===== src/rtl/tree_reduce_pkg.sv =====
// Shared types for the tree reduction controller.
package tree_reduce_pkg;

  typedef enum logic [1:0] {
    S_IDLE   = 2'd0,
    S_REDUCE = 2'd1,
    S_DONE   = 2'd2
  } state_t;

  // Counter width for level/pair indices, never below one bit.
  function automatic int unsigned idx_w(input int unsigned n);
    return ($clog2(n) > 1) ? $clog2(n) : 1;
  endfunction

endpackage


===== src/rtl/tree_reduce_ctrl_sat_add2.sv =====
// Shared two-input adder; TREE_REDUCE_SAT_EN selects clamp-on-carry instead of wrap.
module sat_add2 #(
  parameter int unsigned WIDTH = 8
) (
  input  logic [WIDTH-1:0] a,
  input  logic [WIDTH-1:0] b,
  output logic [WIDTH-1:0] sum
);

`ifdef TREE_REDUCE_SAT_EN
  logic [WIDTH:0] full;

  assign full = {1'b0, a} + {1'b0, b};
  assign sum  = full[WIDTH] ? {WIDTH{1'b1}} : full[WIDTH-1:0];
`else
  assign sum = a + b;
`endif

endmodule


===== src/rtl/tree_reduce_ctrl.sv =====
// Reduces an N-operand vector to one sum using a single time-shared adder in N-1 cycles.
// Build option: TREE_REDUCE_SAT_EN makes every partial add saturate.
module tree_reduce_ctrl
  import tree_reduce_pkg::*;
#(
  parameter int unsigned WIDTH = 8,
  parameter int unsigned N     = 4
) (
  input  logic             clk,
  input  logic             rst_n,
  input  logic             flush,
  input  logic             in_valid,
  output logic             in_ready,
  input  logic [WIDTH-1:0] in_data [N-1:0],
  output logic             out_valid,
  input  logic             out_ready,
  output logic [WIDTH-1:0] out_sum,
  output logic             busy
);

  localparam int unsigned LW = idx_w(N);
  localparam logic [LW-1:0] L_LAST = LW'($clog2(N) - 1);

  if (N < 2 || (N & (N - 1)) != 0) begin : g_bad_n
    $error("tree_reduce_ctrl: N must be a power of two and at least 2");
  end

  state_t           state, state_d;
  logic [LW-1:0]    l, l_d, j, j_d, j_last, ia, ib;
  logic [WIDTH-1:0] bufr [N-1:0];
  logic [WIDTH-1:0] add_sum;
  logic             load, do_add;

  // Pair j at the current level lives at 2j and 2j+1; writes land at j, below any pending read.
  assign ia = LW'(j << 1);
  assign ib = ia + LW'(1);

  sat_add2 #(.WIDTH(WIDTH)) u_add (
    .a   (bufr[ia]),
    .b   (bufr[ib]),
    .sum (add_sum)
  );

  always_comb begin
    state_d = state;
    l_d     = l;
    j_d     = j;
    load    = 1'b0;
    do_add  = 1'b0;
    j_last  = LW'((N >> (32'(l) + 32'd1)) - 32'd1);
    unique case (state)
      S_IDLE: begin
        if (in_valid) begin
          load    = 1'b1;
          state_d = S_REDUCE;
          l_d     = '0;
          j_d     = '0;
        end
      end
      S_REDUCE: begin
        do_add = 1'b1;
        if (l == L_LAST && j == '0) begin
          state_d = S_DONE;
          l_d     = '0;
          j_d     = '0;
        end else if (j == j_last) begin
          j_d = '0;
          l_d = l + LW'(1);
        end else begin
          j_d = j + LW'(1);
        end
      end
      S_DONE: begin
        if (out_ready) state_d = S_IDLE;
      end
      default: state_d = S_IDLE;
    endcase
    // Abort wins over any handshake in the same cycle.
    if (flush) begin
      state_d = S_IDLE;
      l_d     = '0;
      j_d     = '0;
      load    = 1'b0;
      do_add  = 1'b0;
    end
  end

  always_ff @(posedge clk or negedge rst_n) begin
    if (!rst_n) begin
      state     <= S_IDLE;
      l         <= '0;
      j         <= '0;
      bufr      <= '{default: '0};
      in_ready  <= 1'b1;
      out_valid <= 1'b0;
      busy      <= 1'b0;
    end else begin
      state     <= state_d;
      l         <= l_d;
      j         <= j_d;
      in_ready  <= (state_d == S_IDLE);
      out_valid <= (state_d == S_DONE);
      busy      <= (state_d != S_IDLE);
      if (load) begin
        bufr <= in_data;
      end else if (do_add) begin
        bufr[j] <= add_sum;
      end
    end
  end

  assign out_sum = bufr[0];

endmodule


===== config.mk =====
export PLATFORM = sky130hd
export DESIGN_NAME = tree_reduce_ctrl
export DESIGN_NICKNAME = d
export VERILOG_FILES = /design/src/rtl/tree_reduce_pkg.sv /design/src/rtl/tree_reduce_ctrl_sat_add2.sv /design/src/rtl/tree_reduce_ctrl.sv
export SDC_FILE = /design/constraint.sdc
export NUM_CORES = 1
export LEC_CHECK = 0
export ABC_AREA = 0
export BUFFER_PORTS_ARGS = -buffer_cell sky130_fd_sc_hd__buf_4
export CORE_ASPECT_RATIO = 0.8
export CORE_MARGIN = 4
export CORE_UTILIZATION = 54
export DETAILED_ROUTE_END_ITERATION = 12
export GPL_TIMING_DRIVEN = 1
export PLACE_DENSITY = 0.75
export SLEW_MARGIN = 20
export SYNTH_ARGS = -nofsm -noshare
export SYNTH_HDL_FRONTEND = slang
export SYNTH_SLANG_ARGS = --single-unit

===== constraint.sdc =====
create_clock -name clk -period 3.4 [get_ports clk]
set_clock_uncertainty 0.1 [all_clocks]
set_input_delay 0.17 -clock clk [delete_from_list [all_inputs] [get_ports clk]]
set_output_delay 0.17 -clock clk [all_outputs]
set_load 0.02 [all_outputs]

# [Yosys cells after proc, flatten, opt, wreduce, memory -nomap -nowiden]
# Index checks and enable logic that the tools add are counted.
[word_totals] regBits=41 output_inout_bits=11 wordCells=66
[op_classes] add_sub_neg=6 order_cmp=4 eq_ne=7 shifts=1 n_mux=28 n_reduce_logical=10
[ops] cell="two-way mux 32 bit" n=2
[ops] cell="bitwise mux 32 bit" n=1
[ops] cell="two-way mux 8 bit" n=4
[ops] cell="two-way mux 2 bit" n=11
[ops] cell="binary-select mux 8 bit (select 2 bit)" n=1
[ops] cell="demux 8 bit (select 2 bit)" n=1
[ops] cell="< comparator 2 x 3 -> 1 bit, second input constant" n=3
[ops] cell="adder 8 bit" n=1
[ops] cell="one-hot mux 2 bit (2 select lines)" n=2
[ops] cell="adder 2 x 1 -> 2 bit, second input constant" n=3
[ops] cell="logical NOT 2 bit" n=3
[ops] cell="one-hot mux 2 bit (3 select lines)" n=1
[ops] cell="two-way mux 1 bit" n=5
[ops] cell="== test 2 x 1 -> 1 bit, second input constant" n=2
[ops] cell="== test 2 bit, second input constant" n=2
[ops] cell="inequality test 4 bit, second input constant" n=1
[ops] cell="nonzero test 2 bit" n=2
[ops] cell="adder 2 x 1 -> 3 bit, second input constant" n=1
[ops] cell="inequality test 3 bit, second input constant" n=1
[ops] cell="AND reduction 3 bit" n=1
[ops] cell="nonzero test 3 bit" n=1
[ops] cell="right shift 3 x 3 -> 2 bit, first input constant" n=1
[ops] cell="== test 2 bit" n=1
[ops] cell="greater-or-equal comparator 2 x 1 -> 1 bit, second input constant" n=1
[ops] cell="other kinds (3)" n=4

# [Logic depth before layout (Yosys ltp)]
[depth] word_depth=8 depth_mapped=9

# [Modules after synthesis]
# A second synthesis with hierarchy kept.
[hier_totals] hier_cells=260 area_unflattened_um2=2616.3
[by_module_without_submodules] mod="tree_reduce_ctrl" n_inst=1 cells_per_inst=218 area_each_um2=2284.7 seq_area_each_um2=1027.2
[by_module_without_submodules] mod="sat_add2" n_inst=1 cells_per_inst=42 area_each_um2=331.6 seq_area_each_um2=0.0

# [Worst setup path after synthesis]
# OpenSTA, ideal clock, no wires.
[synth_timing] kind="flip-flop to flip-flop" from="register j[0]" to="register bufr (netlist bit out_sum[6])" setup_time_ps=126 t_arrival_ps=2515 required_time_ps=3174 path_slack_ps=659 stages_incl_launch_ff=10 path_buffers=2 cell_sequence="dfrtp_1 > buf_2 > buf_1 > mux2_2 > ha_1 > a211oi_1 > o21bai_1 > mux2i_1 > a21oi_1 > a221o_1"
[synth_between] elab_chain_cells=7 word_cells_on_any_way=14 cone_classes="2 x add/sub; 2 x order compare; 9 x mux; 1 x reduce/logical"
[synth_rtl] element="start: declaration" line_no="tree_reduce_ctrl.sv:29" text="logic [LW-1:0] l, l_d, j, j_d, j_last, ia, ib;"
[synth_rtl] element="start signal: assignment" line_no="tree_reduce_ctrl.sv:100" text="j <= j_d;"
[synth_rtl] element="adder 2 x 1 -> 2 bit (tied with other cells)" line_no="tree_reduce_ctrl.sv:36" text="assign ib = ia + LW'(1);"
[synth_rtl] element="binary-select mux 8 bit (select 2 bit) / logical AND 1 bit (equally long branches)" line_no="tree_reduce_ctrl.sv:40, tree_reduce_ctrl.sv:107"
[synth_rtl] element="two-way mux 8 bit, on equally long branches" line_no="tree_reduce_ctrl.sv:40, tree_reduce_ctrl.sv:107"
[synth_rtl] element="adder 8 bit / demux 8 bit (select 2 bit) (equally long branches)" line_no="tree_reduce_ctrl_sat_add2.sv:16, tree_reduce_ctrl.sv:107"
[synth_rtl] element="bitwise mux 32 bit *" line_no="tree_reduce_ctrl.sv:107" text="bufr[j] <= add_sum;"
[synth_rtl] element="two-way mux 32 bit *" line_no="tree_reduce_ctrl.sv:106" text="end else if (do_add) begin"
[synth_rtl] element="two-way mux 32 bit *" line_no="tree_reduce_ctrl.sv:104" text="if (load) begin"
[synth_rtl] element="end signal: assignment" line_no="tree_reduce_ctrl.sv:105" text="bufr <= in_data;"
[synth_rtl] element="end signal: indexed assignment" line_no="tree_reduce_ctrl.sv:107"
[synth_rtl] element="end: declaration" line_no="tree_reduce_ctrl.sv:30" text="logic [WIDTH-1:0] bufr [N-1:0];"
# Mark *: on every way between the ends. The rest lies on a longest branch, timed or not. The select of a mux whose other input is x is not followed.
# A chain may end at the register's enable or synchronous reset.

# [Final worst setup path]
[layout_timing] from="register j[0]" to="register bufr[14] (netlist bit)"
# The elaborated chain is that of the path after synthesis.

==> run_results.csv <==
group,metric,value,unit
outcome,outcome,"complete, but fails checks",
outcome,violations,"hold timing",
cts,cts_buffer_depth,2,
setup_path,end_kind,"register",
floorplanning,core_area,3950,µm²
global_routing,antenna_found_initial,0,
cts,clockRootBuffer,"clkbuf_8",
global_routing,gr-usage-all-layers,24.5,%
placement,dp_cells,313,
global_routing,grt_max_degree,42,
cts,clk_pin_slew,80,ps
routing,ant_nets,0,
logic_synthesis,ys_seq_elements,41,
logic_synthesis,synth.area.top_cells,"dfrtp_1 (43%), mux2_2 (7.3%), ha_1 (6.0%)",
floorplanning,dieArea,5390,µm²
logic_synthesis,avgSynthCellArea,10.3,µm²
timing,finalCritPeriodShare,85.0,%
routing,wl_per_cell,18.0,µm
timing,tns,0,ps
routing,num_vias,1956,
logic_synthesis,synth.yosys.seq_area_share,44.5,%
logic_synthesis,async_flop_share,100,%
pwr,p_leak,1.38,nW
global_routing,grt_pass1_vias,1905,
routing,drt_pre_antenna_iters,4,
hold_path,hold_end,"bufr[22]",
timing,relSlewSlack,37.7,%
cells_and_area,n_antenna_cell,0,
floorplanning,fp.dieH,66.5,µm
cts,numCtsBuffers,5,
placement,dpl.hpwl,4.06,mm
routing,wirelength,6.04,mm
timing,period_minus_slack,2890,ps
logic_synthesis,synth.distinct_cells,34,
pwr,max-vdd-ir-drop,0.437,mV
logic_synthesis,synth_top_area_share,43.4,%
logic_synthesis,synth_edf_count,0,
timing,max_freq,346,MHz
setup_path,reg2reg_to,"bufr[14]",
logic_synthesis,ys_warn_count,0,
timing,rsz0062_at_grt,"false",
setup_path,reg2reg_from,"j[0]",
timing,worst_pin_slew,935,ps
logic_synthesis,synthesis.area,2310,µm²
routing,drt_iter0_drc,173,
floorplanning,die_w,81.1,µm
cells_and_area,drive_gt1_share,26.7,%
cells_and_area,fillers,313,
setup_path,path_class,"reg -> reg",
timing,setup_viol,0,
setup_path,worstPathRequired,3490,ps
setup_path,crit_path_start_kind,"register",
floorplanning,num_io_pins,48,
hold_path,worstHoldStart,"in_data[22]",
logic_synthesis,synth_common_cells,"dfrtp_1 (40), nand2_1 (24), o21ai_0 (24)",
cells_and_area,finalNetCount,329,
logic_synthesis,synth_top_area_cell,"dfrtp_1",
placement,gp_congestion,0.864,
hold_path,min_path_type,"in -> reg",
logic_synthesis,syn-num-nets,272,
cts,cts_tree,"built",
cts,h-tree-depth,2,
cts,clk_latency,300,ps
floorplanning,rows,20,
routing,drc,0,
setup_path,crit_path_max_fanout,9,
timing,holdWs,-1.41,ps
logic_synthesis,synth_flop_cell,"dfrtp_1",
hold_path,min_path_cells,2,
logic_synthesis,yosysMostFrequentCell,"dfrtp_1",
pwr,power_density,752,nW/µm²
setup_path,r2r_setup_slack,510,ps
floorplanning,start_util,58.3,%
cells_and_area,area_growth,26.9,%
logic_synthesis,postSynthCellCount,223,
global_routing,grt_pass1_wl,9.75,mm
cts,cts_sinks,41,
job,maxCapViolCount,0,
routing,vias_per_cell,5.82,
timing,finalHoldViolations,1,
cells_and_area,layout.cells.non_filler,336,
pwr,p_total,2.20,mW
cells_and_area,finish.instance_area,2930,µm²
setup_path,cp.arrival,2970,ps
global_routing,grt_overflow,0,
setup_path,reg2regPathDepth,8,
cells_and_area,final_util,74.0,%
placement,placed_area,2660,µm²
timing,drv_slew,0,
placement,portBuffers,47,
==> report_power, final <==
group	switching, mW	internal (mW)
logic	0.585	0.470
registers	0.107	0.626
clock network	0.174	0.239
==> worst max path at each step <==
stage	from	to	slack [ps]	depth (start not counted)
after detailed placement	j[0]	bufr[14]	530	8
after floorplan	j[0]	out_sum[6]	660	9
final	j[0]	bufr[14]	510	8
after CTS	j[0]	bufr[14]	530	8
after global routing	j[0]	bufr[14]	310	8
after global placement	j[0]	out_sum[6]	630	8
==> critical path: stages, from the launching register on <==
cell      delay [ps]
dfrtp_1          540
mux2_2           380
ha_1             240
fa_1             450
a211oi_1         230
o21bai_1         110
mux2i_1          310
a21oi_1          120
a221o_1          280
==> cells in the final DEF (no fill, tap or decap), drive strengths merged <==
| cell | count |
|---|---|
| a221o | 8 |
| a22oi | 16 |
| buf | 50 |
| dfrtp | 40 |
| fa | 1 |
| o21bai | 3 |
| clkbuf | 7 |
| xnor2 | 4 |
| o21ai | 24 |
| dfstp | 1 |
| mux2 | 15 |
| nor4b | 1 |
| ha | 11 |
| a211oi | 2 |
| xor2 | 3 |
| a221oi | 1 |
| mux2i | 1 |
| dlygate4sd3 | 15 |
| nand3b | 1 |
| nor3 | 1 |
| and2 | 1 |
| inv | 4 |
| or3b | 1 |
| a32oi | 8 |
| o31ai | 1 |
| nor2 | 10 |
| a21o | 4 |
| nand2b | 2 |
| nand2 | 24 |
| bufinv | 1 |
| o211ai | 1 |
| nand4b | 1 |
| a21oi | 15 |
| nor2b | 3 |
==> cell type report <==
type                    count  area, µm²  area share, %
flip-flops and latches     41       1030           35.1
clock inverters             1       30.0           1.03
multi-input cells         163       1170           40.1
clock buffers               7       86.3           2.95
repair buffers             65        526           18.0
inverters                   4       15.0          0.513
well taps                  55       68.8           2.35
==> metal layers <==
metal	share of wire, %	track usage (%)	vias to the layer above
met5	0	0	-
met4	0.83	5.70	0
met3	8.5	6.35	5
met2	45	37.6	78
met1	46	34.8	933
li1	-	-	940
==> stage by stage <==
step | hold slack, ps | worst slack (ps)
after floorplan | -226 | 659
after global placement | 83.2 | 634
after detailed placement | 77.4 | 531
after CTS | 0.339 | 527
after global routing | 1.53 | 306
final | -1.41 | 511
==> cells by family after synthesis <==
kind of cell | synth area share (%)
xor+xnor | 2.66
mux | 7.76
fa+ha+maj | 6.84
simple gates | 9.50
buf+inv | 4.56
compound gates | 24.1
flops | 44.5
==> flip-flops by register name, summed over array words and instances, names as in the netlist <==
name / count
out_sum: 8
in_ready: 1
j: 2
state: 2
busy: 1
l: 2
out_valid: 1
bufr: 24
==> repair_timing <==
| item | CTS | global route |
|---|---|---|
| buffers inserted | 0 | 0 |
| hold buffers | 12 | 3 |
| gates resized for setup | 0 | 0 |
| endpoints found under the hold margin | 52 | 3 |
Power figures use the tool's default switching activity.
